===== config.mk =====
export PLATFORM = sky130hd
export DESIGN_NAME = rpn_ctrl_flat
export DESIGN_NICKNAME = d
export VERILOG_FILES = /design/src/rtl/rpn_pkg.sv /design/src/rtl/rpn_ctrl_if.sv /design/src/rtl/rpn_key_edge.sv /design/src/rtl/rpn_ctrl.sv /design/src/flat_wrapper.sv
export SDC_FILE = /design/constraint.sdc
export NUM_CORES = 1
export LEC_CHECK = 0
export ABC_CLOCK_PERIOD_IN_PS = 2100
export CAP_MARGIN = 20
export CORE_ASPECT_RATIO = 0.9
export CORE_MARGIN = 2
export CORE_UTILIZATION = 30
export DETAILED_ROUTE_END_ITERATION = 6
export PLACE_DENSITY = 0.66
export SETUP_SLACK_MARGIN = 0.1
export SYNTH_ARGS = -nofsm -noshare
export SYNTH_HDL_FRONTEND = slang
export SYNTH_SLANG_ARGS = --single-unit

===== constraint.sdc =====
create_clock -name CLOCK_50 -period 2.1 [get_ports CLOCK_50]
set_input_delay 0.42 -clock CLOCK_50 [delete_from_list [all_inputs] [get_ports CLOCK_50]]
set_output_delay 0.42 -clock CLOCK_50 [all_outputs]
set_load 0.005 [all_outputs]

===== src/rtl/rpn_pkg.sv =====
// Shared constants and types for the RPN calculator controller.
package rpn_pkg;

  localparam int DW = 8;

  localparam logic [1:0] OP_ADD  = 2'b00;
  localparam logic [1:0] OP_SUB  = 2'b01;
  localparam logic [1:0] OP_MUL  = 2'b10;
  localparam logic [1:0] OP_DROP = 2'b11;

  typedef enum logic [2:0] {
    IDLE,
    POP_B,
    POP_A,
    EXEC,
    WAIT,
    PUSH
  } state_t;

endpackage


===== src/rtl/rpn_ctrl_if.sv =====
// Stack and ALU handshake bundle between the controller and the datapath.
interface rpn_ctrl_if #(
  parameter int CW = 4
);
  import rpn_pkg::*;

  // Operand stack
  logic [DW-1:0] stk_rdata;
  logic [CW-1:0] stk_count;
  logic          stk_push;
  logic          stk_pop;
  logic [DW-1:0] stk_wdata;

  // Multi-cycle ALU
  logic          alu_start;
  logic [1:0]    alu_op;
  logic [DW-1:0] alu_a;
  logic [DW-1:0] alu_b;
  logic          alu_done;
  logic [DW-1:0] alu_result;
  logic          alu_ovf;

  modport master (
    input  stk_rdata, stk_count, alu_done, alu_result, alu_ovf,
    output stk_push, stk_pop, stk_wdata, alu_start, alu_op, alu_a, alu_b
  );

  modport slave (
    output stk_rdata, stk_count, alu_done, alu_result, alu_ovf,
    input  stk_push, stk_pop, stk_wdata, alu_start, alu_op, alu_a, alu_b
  );

endinterface


===== src/rtl/rpn_key_edge.sv =====
// Pushbutton conditioner: 2-flop synchroniser followed by a registered
// falling-edge detector. One evt pulse per press, 3 cycles after the edge.
module rpn_key_edge (
  input  logic clk,
  input  logic rst_n,
  input  logic key_n,
  output logic evt
);

  logic [1:0] sync;
  logic       prev;

  // Synchronise the raw button and flag a high-to-low transition.
  // Clearing to 0 means a button already released at reset looks like a
  // rising edge, so no spurious event is produced.
  always_ff @(posedge clk or negedge rst_n) begin
    if (!rst_n) begin
      sync <= 2'b00;
      prev <= 1'b0;
      evt  <= 1'b0;
    end else begin
      // NOTE: non-blocking assignments make every flop sample the old value
      // of its neighbour, which is what turns this into a shift chain.
      sync <= {sync[0], key_n};
      prev <= sync[1];
      evt  <= prev & ~sync[1];
    end
  end

endmodule


===== src/rtl/rpn_ctrl.sv =====
// RPN calculator sequencer: turns button events into stack pushes/pops and
// runs pop-pop-execute-push sequences against a multi-cycle ALU.
module rpn_ctrl
  import rpn_pkg::*;
#(
  parameter int DEPTH       = 8,
  parameter int CW          = 4,
  parameter int ALU_TIMEOUT = 255
) (
  input  logic          CLOCK_50,
  input  logic          reset_n,
  input  logic          enter_n,
  input  logic          op_n,
  input  logic [DW-1:0] sw,
  input  logic [1:0]    op_sel,
  rpn_ctrl_if.master    bus,
  output logic [DW-1:0] top,
  output logic          err,
  output logic          busy
);

  localparam int TW = $clog2(ALU_TIMEOUT + 1);
  localparam logic [CW-1:0] DEPTH_CNT = CW'(DEPTH);
  localparam logic [CW-1:0] TWO_CNT   = CW'(2);
  localparam logic [TW-1:0] WAIT_LAST = TW'(ALU_TIMEOUT - 1);

  state_t        state;
  logic [DW-1:0] b_q;
  logic [1:0]    op_q;
  logic [TW-1:0] wait_cnt;
  logic          enter_evt;
  logic          op_evt;

  rpn_key_edge u_enter_edge (
    .clk   (CLOCK_50),
    .rst_n (reset_n),
    .key_n (enter_n),
    .evt   (enter_evt)
  );

  rpn_key_edge u_op_edge (
    .clk   (CLOCK_50),
    .rst_n (reset_n),
    .key_n (op_n),
    .evt   (op_evt)
  );

  assign busy = (state != IDLE);

  // Main sequencer: all strobes and datapath-facing values are registered.
  always_ff @(posedge CLOCK_50 or negedge reset_n) begin
    if (!reset_n) begin
      // NOTE: the operand and ALU-facing registers are reset as well, so an
      // abort mid-operation leaves nothing stale on the outputs.
      state         <= IDLE;
      b_q           <= '0;
      op_q          <= OP_ADD;
      wait_cnt      <= '0;
      top           <= '0;
      err           <= 1'b0;
      bus.stk_push  <= 1'b0;
      bus.stk_pop   <= 1'b0;
      bus.stk_wdata <= '0;
      bus.alu_start <= 1'b0;
      bus.alu_op    <= 2'b00;
      bus.alu_a     <= '0;
      bus.alu_b     <= '0;
    end else begin
      // Strobes default low so each one lasts exactly the cycle it is set for.
      bus.stk_push  <= 1'b0;
      bus.stk_pop   <= 1'b0;
      bus.alu_start <= 1'b0;

      case (state)
        IDLE: begin
          top <= (bus.stk_count != '0) ? bus.stk_rdata : '0;
          if (enter_evt) begin
            // ENTER has priority; a simultaneous OPERATE is dropped.
            if (bus.stk_count < DEPTH_CNT) begin
              bus.stk_push  <= 1'b1;
              bus.stk_wdata <= sw;
              err           <= 1'b0;
            end else begin
              err <= 1'b1;
            end
          end else if (op_evt) begin
            if (op_sel == OP_DROP) begin
              if (bus.stk_count != '0) begin
                bus.stk_pop <= 1'b1;
                err         <= 1'b0;
              end else begin
                err <= 1'b1;
              end
            end else if (bus.stk_count < TWO_CNT) begin
              err <= 1'b1;
            end else begin
              // Current top is operand b; pop it during POP_B.
              b_q         <= bus.stk_rdata;
              op_q        <= op_sel;
              bus.stk_pop <= 1'b1;
              state       <= POP_B;
            end
          end
        end

        POP_B: begin
          // The first pop lands at this edge; pop the deeper operand next.
          bus.stk_pop <= 1'b1;
          state       <= POP_A;
        end

        POP_A: begin
          // stk_rdata now shows operand a.
          bus.alu_a     <= bus.stk_rdata;
          bus.alu_b     <= b_q;
          bus.alu_op    <= op_q;
          bus.alu_start <= 1'b1;
          wait_cnt      <= '0;
          state         <= EXEC;
        end

        EXEC: begin
          state <= WAIT;
        end

        WAIT: begin
          if (bus.alu_done) begin
            bus.stk_push  <= 1'b1;
            bus.stk_wdata <= bus.alu_result;
            err           <= bus.alu_ovf;
            state         <= PUSH;
          end else if (wait_cnt == WAIT_LAST) begin
            err   <= 1'b1;
            state <= IDLE;
          end else begin
            wait_cnt <= wait_cnt + TW'(1);
          end
        end

        PUSH: begin
          state <= IDLE;
        end

        default: begin
          state <= IDLE;
        end
      endcase
    end
  end

endmodule


===== src/flat_wrapper.sv =====
// flat-port wrapper written by rule: the top's interface ports become plain ports
module rpn_ctrl_flat import rpn_pkg::*;
#(
  parameter int DEPTH       = 8,
  parameter int CW          = 4,
  parameter int ALU_TIMEOUT = 255
)
  (CLOCK_50, reset_n, enter_n, op_n, sw, op_sel, top, err, busy, bus_stk_rdata, bus_stk_count, bus_alu_done, bus_alu_result, bus_alu_ovf, bus_stk_push, bus_stk_pop, bus_stk_wdata, bus_alu_start, bus_alu_op, bus_alu_a, bus_alu_b);
  rpn_ctrl_if #(.CW(CW)) bus_i ();
  input  logic CLOCK_50;
  input  logic reset_n;
  input  logic enter_n;
  input  logic op_n;
  input  logic [DW-1:0] sw;
  input  logic [1:0] op_sel;
  output logic [DW-1:0] top;
  output logic err;
  output logic busy;
  input wire logic [$bits(bus_i.stk_rdata)-1:0] bus_stk_rdata;
  input wire logic [$bits(bus_i.stk_count)-1:0] bus_stk_count;
  input wire logic [$bits(bus_i.alu_done)-1:0] bus_alu_done;
  input wire logic [$bits(bus_i.alu_result)-1:0] bus_alu_result;
  input wire logic [$bits(bus_i.alu_ovf)-1:0] bus_alu_ovf;
  output wire logic [$bits(bus_i.stk_push)-1:0] bus_stk_push;
  output wire logic [$bits(bus_i.stk_pop)-1:0] bus_stk_pop;
  output wire logic [$bits(bus_i.stk_wdata)-1:0] bus_stk_wdata;
  output wire logic [$bits(bus_i.alu_start)-1:0] bus_alu_start;
  output wire logic [$bits(bus_i.alu_op)-1:0] bus_alu_op;
  output wire logic [$bits(bus_i.alu_a)-1:0] bus_alu_a;
  output wire logic [$bits(bus_i.alu_b)-1:0] bus_alu_b;
  assign bus_i.stk_rdata = bus_stk_rdata;
  assign bus_i.stk_count = bus_stk_count;
  assign bus_i.alu_done = bus_alu_done;
  assign bus_i.alu_result = bus_alu_result;
  assign bus_i.alu_ovf = bus_alu_ovf;
  assign bus_stk_push = bus_i.stk_push;
  assign bus_stk_pop = bus_i.stk_pop;
  assign bus_stk_wdata = bus_i.stk_wdata;
  assign bus_alu_start = bus_i.alu_start;
  assign bus_alu_op = bus_i.alu_op;
  assign bus_alu_a = bus_i.alu_a;
  assign bus_alu_b = bus_i.alu_b;
  rpn_ctrl #(.DEPTH(DEPTH), .CW(CW), .ALU_TIMEOUT(ALU_TIMEOUT)) u_core (.CLOCK_50(CLOCK_50), .reset_n(reset_n), .enter_n(enter_n), .op_n(op_n), .sw(sw), .op_sel(op_sel), .bus(bus_i), .top(top), .err(err), .busy(busy));
endmodule

==> impl_results.md, run 1 <==
- Status: completed
- Number of endpoints failing setup at the final stage: 0
- Die area: 10000 um^2
- Syn-to-layout area delta: 40.7%
- Cell at the root of the clock tree: sky130_fd_sc_hd__clkbuf_8
- Chip width: 105 um
- Commonest non-fill, non-tap cell in the layout: sky130_fd_sc_hd__clkdlybuf4s50_1
- Crit Path Class: reg2out
- Maximum fanout encountered on the critical timing path: 3
- Count of unresolved DRC violations after routing: 0
- Class of the tightest hold or removal check: in2async
- Global route overflow: 0
- Max VDD drop: 509 uV
- Number of standard cells after synthesis: 246
- Final critical delay including setup and external delays: 1.86 ns
- Largest cells by area after synthesis: sky130_fd_sc_hd__dfrtp_1, sky130_fd_sc_hd__nand2_1, sky130_fd_sc_hd__mux2_1, sky130_fd_sc_hd__mux2i_1, sky130_fd_sc_hd__a22o_1
- Portion of the post-synthesis area used by sequential elements: 0.605
- Antenna cell count: 0
- Critical path capture point type: output port
- Residual antenna-violating net count after detailed routing: 0
- Die Y: 95.2 um
- Vias post-DR: 2024
- Number of synthesized register bits: 67
- Deepest clock path buffer count: 2
- Worst-skew pair later-pin latency: 0.34 ns
- Place WS: 0.0839 ns
- Placeable core region: 9040 um^2
- Final Routed Wirelength: 6100 um
- Net total in the final layout: 369
- Fin crit share: 0.885
- Warnings from Yosys: 0
- Post-DP HPWL: 4180 um
- Leakage component of the power: 1.76 nW
- Number of max-cap violations: 0
- Final max-slew violation count: 0
- Rel. slew slack: 0.719
- Port Buf Inserts: 74
- Synth cell types: 44
- Least-Margin Pin Slew: 0.422 ns
- Area share of the largest cell type after synthesis: 0.605
- Vias per cell: 4.42
- Reg-to-reg critical path startpoint: u_core.state[1]
- R2r endpoint: u_core.wait_cnt[4]
- Worst Clk Skew: 0.0113 ns
- Average cell area after synthesis: 11.3 um^2
- Num ports: 75
- CTS tree: built
- Post-synth design cell area: 2770 um^2
- Final GP Congestion: 0.774
- Count of buffers added by post-CTS timing repair for setup: 0
- Final cell count without fillers: 458
- Worst path slowest cell: sky130_fd_sc_hd__or3_1
- Largest net degree at the start of global routing: 68
- Final setup slack of the worst path: 0.241 ns
- Antenna violations before repair: 0
- Depth of the worst register-to-register path: 5
- Global-route usage over all layers: 0.132
- Final Cell Area: 3900 um^2
- Initial core utilization: 0.306
- Number of global-route vias before repair: 2067
- Row cnt: 33
- Final hold violations: 0
- Initial DRC count: 54
- CP Cell Sequence: or3_1 -> dlygate4sd2_1
- Number of optimization iterations in the first detailed-route pass: 4
- Setup Total Neg Slack: 0 ns
- Fin util: 0.431
- Clock transition time at the flip-flop clock pins of the worst setup and hold paths: 0.08 ns
- H-Tree Depth: 3
- Most frequent cells in the layout: sky130_fd_sc_hd__clkdlybuf4s50_1, sky130_fd_sc_hd__dfrtp_1, sky130_fd_sc_hd__nand2_1
- Sinks on Clock Net: 67
- Required @ worst endpoint: 1.68 ns
- Share of cells above drive strength 1: 0.107
- Flop2flop setup slack: 0.41 ns
- Largest area contributor in the netlist: sky130_fd_sc_hd__dfrtp_1
- Highest attainable clock frequency: 0.538 GHz
- Synthesized netlist net count: 284
- Post-detailed-route wirelength per cell: 13.3 um
- First-pass GRT wire length: 10300 um
- Dpl cell area: 3700 um^2
- Critical Path Max Stage Delay: 0.43 ns
- Cell Count Post-Placement: 442
- Arrival time worst endpoint: 1.44 ns
- Kind of launch point of the worst setup path: register
- Unrepaired setup endpoints after global routing: false
- PD cells: 1300 nW/um^2
- Num CTS Buffers: 9
logic make-up after synthesis:
| kind of cell | after synthesis | synth area share |
|---|---|---|
| fa+ha+maj | 2 | 0.00903 |
| xor+xnor | 4 | 0.0126 |
| compound gates | 35 | 0.0912 |
| flops | 67 | 0.605 |
| simple gates | 102 | 0.173 |
| mux | 19 | 0.0736 |
| buf+inv | 17 | 0.0348 |
timing repair:
item / CTS / global route
endpoints found under the setup margin: 1 / 0
hold buffers: 0 / 0
resized for setup: 1 / 0
critical path, delay by kind of cell, from the launching register on:
kind	cells	cell delay, ns
DFF	1	0.37
buffers and inverters	1	0.30
and+or+nand+nor	1	0.43
stage by stage:
step	hold slack, ns	power [mW]
after floorplan	0.124	2.95
after global placement	0.332	3.99
after detailed placement	0.337	4.03
after CTS	0.0949	5.16
after global routing	0.117	5.44
final	0.0860	5.06
routing by layer:
layer	part of all wire	up-vias	global-route usage
li1	-	1005	-
met1	0.46	962	0.169
met2	0.47	48	0.212
met3	0.055	9	0.0396
met4	0.015	0	0.0500
met5	0	-	0
area by class of cell:
type	instances	area [um^2]
Fill cell	839	5140
Sequential cell	67	1680
Multi-Input combinational cell	162	997
Timing Repair Buffer	86	850
Tap cell	122	153
Clock buffer	11	141
Clock inverter	5	61.3
Inverter	5	18.8
Yosys cell counts, drive strengths merged:
cell type,n
dfrtp,67
nand2,57
nor2,16
a21oi,11
mux2,11
buf,9
a22o,8
mux2i,8
inv,5
o21ai,5
nand3,4
nor3,4
clkbuf,3
o211ai,3
o31ai,3
or3,3
or3b,3
xor2,3
a21boi,2
ha,2
nand2b,2
nand4,2
nor2b,2
nor3b,2
and2,1
and3,1
nand3b,1
nand4b,1
nor4,1
nor4b,1
o2111ai,1
o22ai,1
o311ai,1
or4,1
xnor2,1
sequential cells by signal (all words and copies together) (netlist names):
register                  count
u_core.bus.alu_a              8
u_core.op_q                   2
u_core.bus.stk_push           1
u_core.u_op_edge.prev         1
u_core.bus.alu_op             2
u_core.bus.stk_pop            1
u_core.bus.alu_b              8
u_core.wait_cnt               8
u_core.u_op_edge.sync         2
u_core.u_enter_edge.evt       1
u_core.u_enter_edge.prev      1
u_core.b_q                    8
u_core.top                    8
u_core.bus.alu_start          1
u_core.u_enter_edge.sync      2
u_core.u_op_edge.evt          1
u_core.state                  3
u_core.bus.stk_wdata          8
u_core.err                    1
worst max path at each step:
| stage | startpoint | end | cells after the start |
|---|---|---|---|
| 2_1_floorplan | u_core.state[0] | u_core.wait_cnt[6] | 6 |
| 3_3_place_gp | bus_stk_count[3] | u_core.err | 5 |
| 3_5_place_dp | bus_alu_done | u_core.wait_cnt[4] | 5 |
| 4_1_cts | u_core.state[2] | busy | 2 |
| 5_1_grt | u_core.state[2] | busy | 2 |
| 6_report | u_core.state[2] | busy | 2 |
where the power goes:
group	total (mW)	switching [mW]	internal, mW
sequential	2.03	0.261	1.77
combinational	1.94	0.834	1.10
clock	1.09	0.504	0.588
Note: power is estimated with default switching activity, not from simulation.
==> run 2: changes to the inputs <==
CTS_CLUSTER_DIAMETER = 200   (was default)
SLEW_MARGIN = 10   (was default)
==> results of run 2 <==
No change in the layout: final DEF, timing and power equal those of run 1.
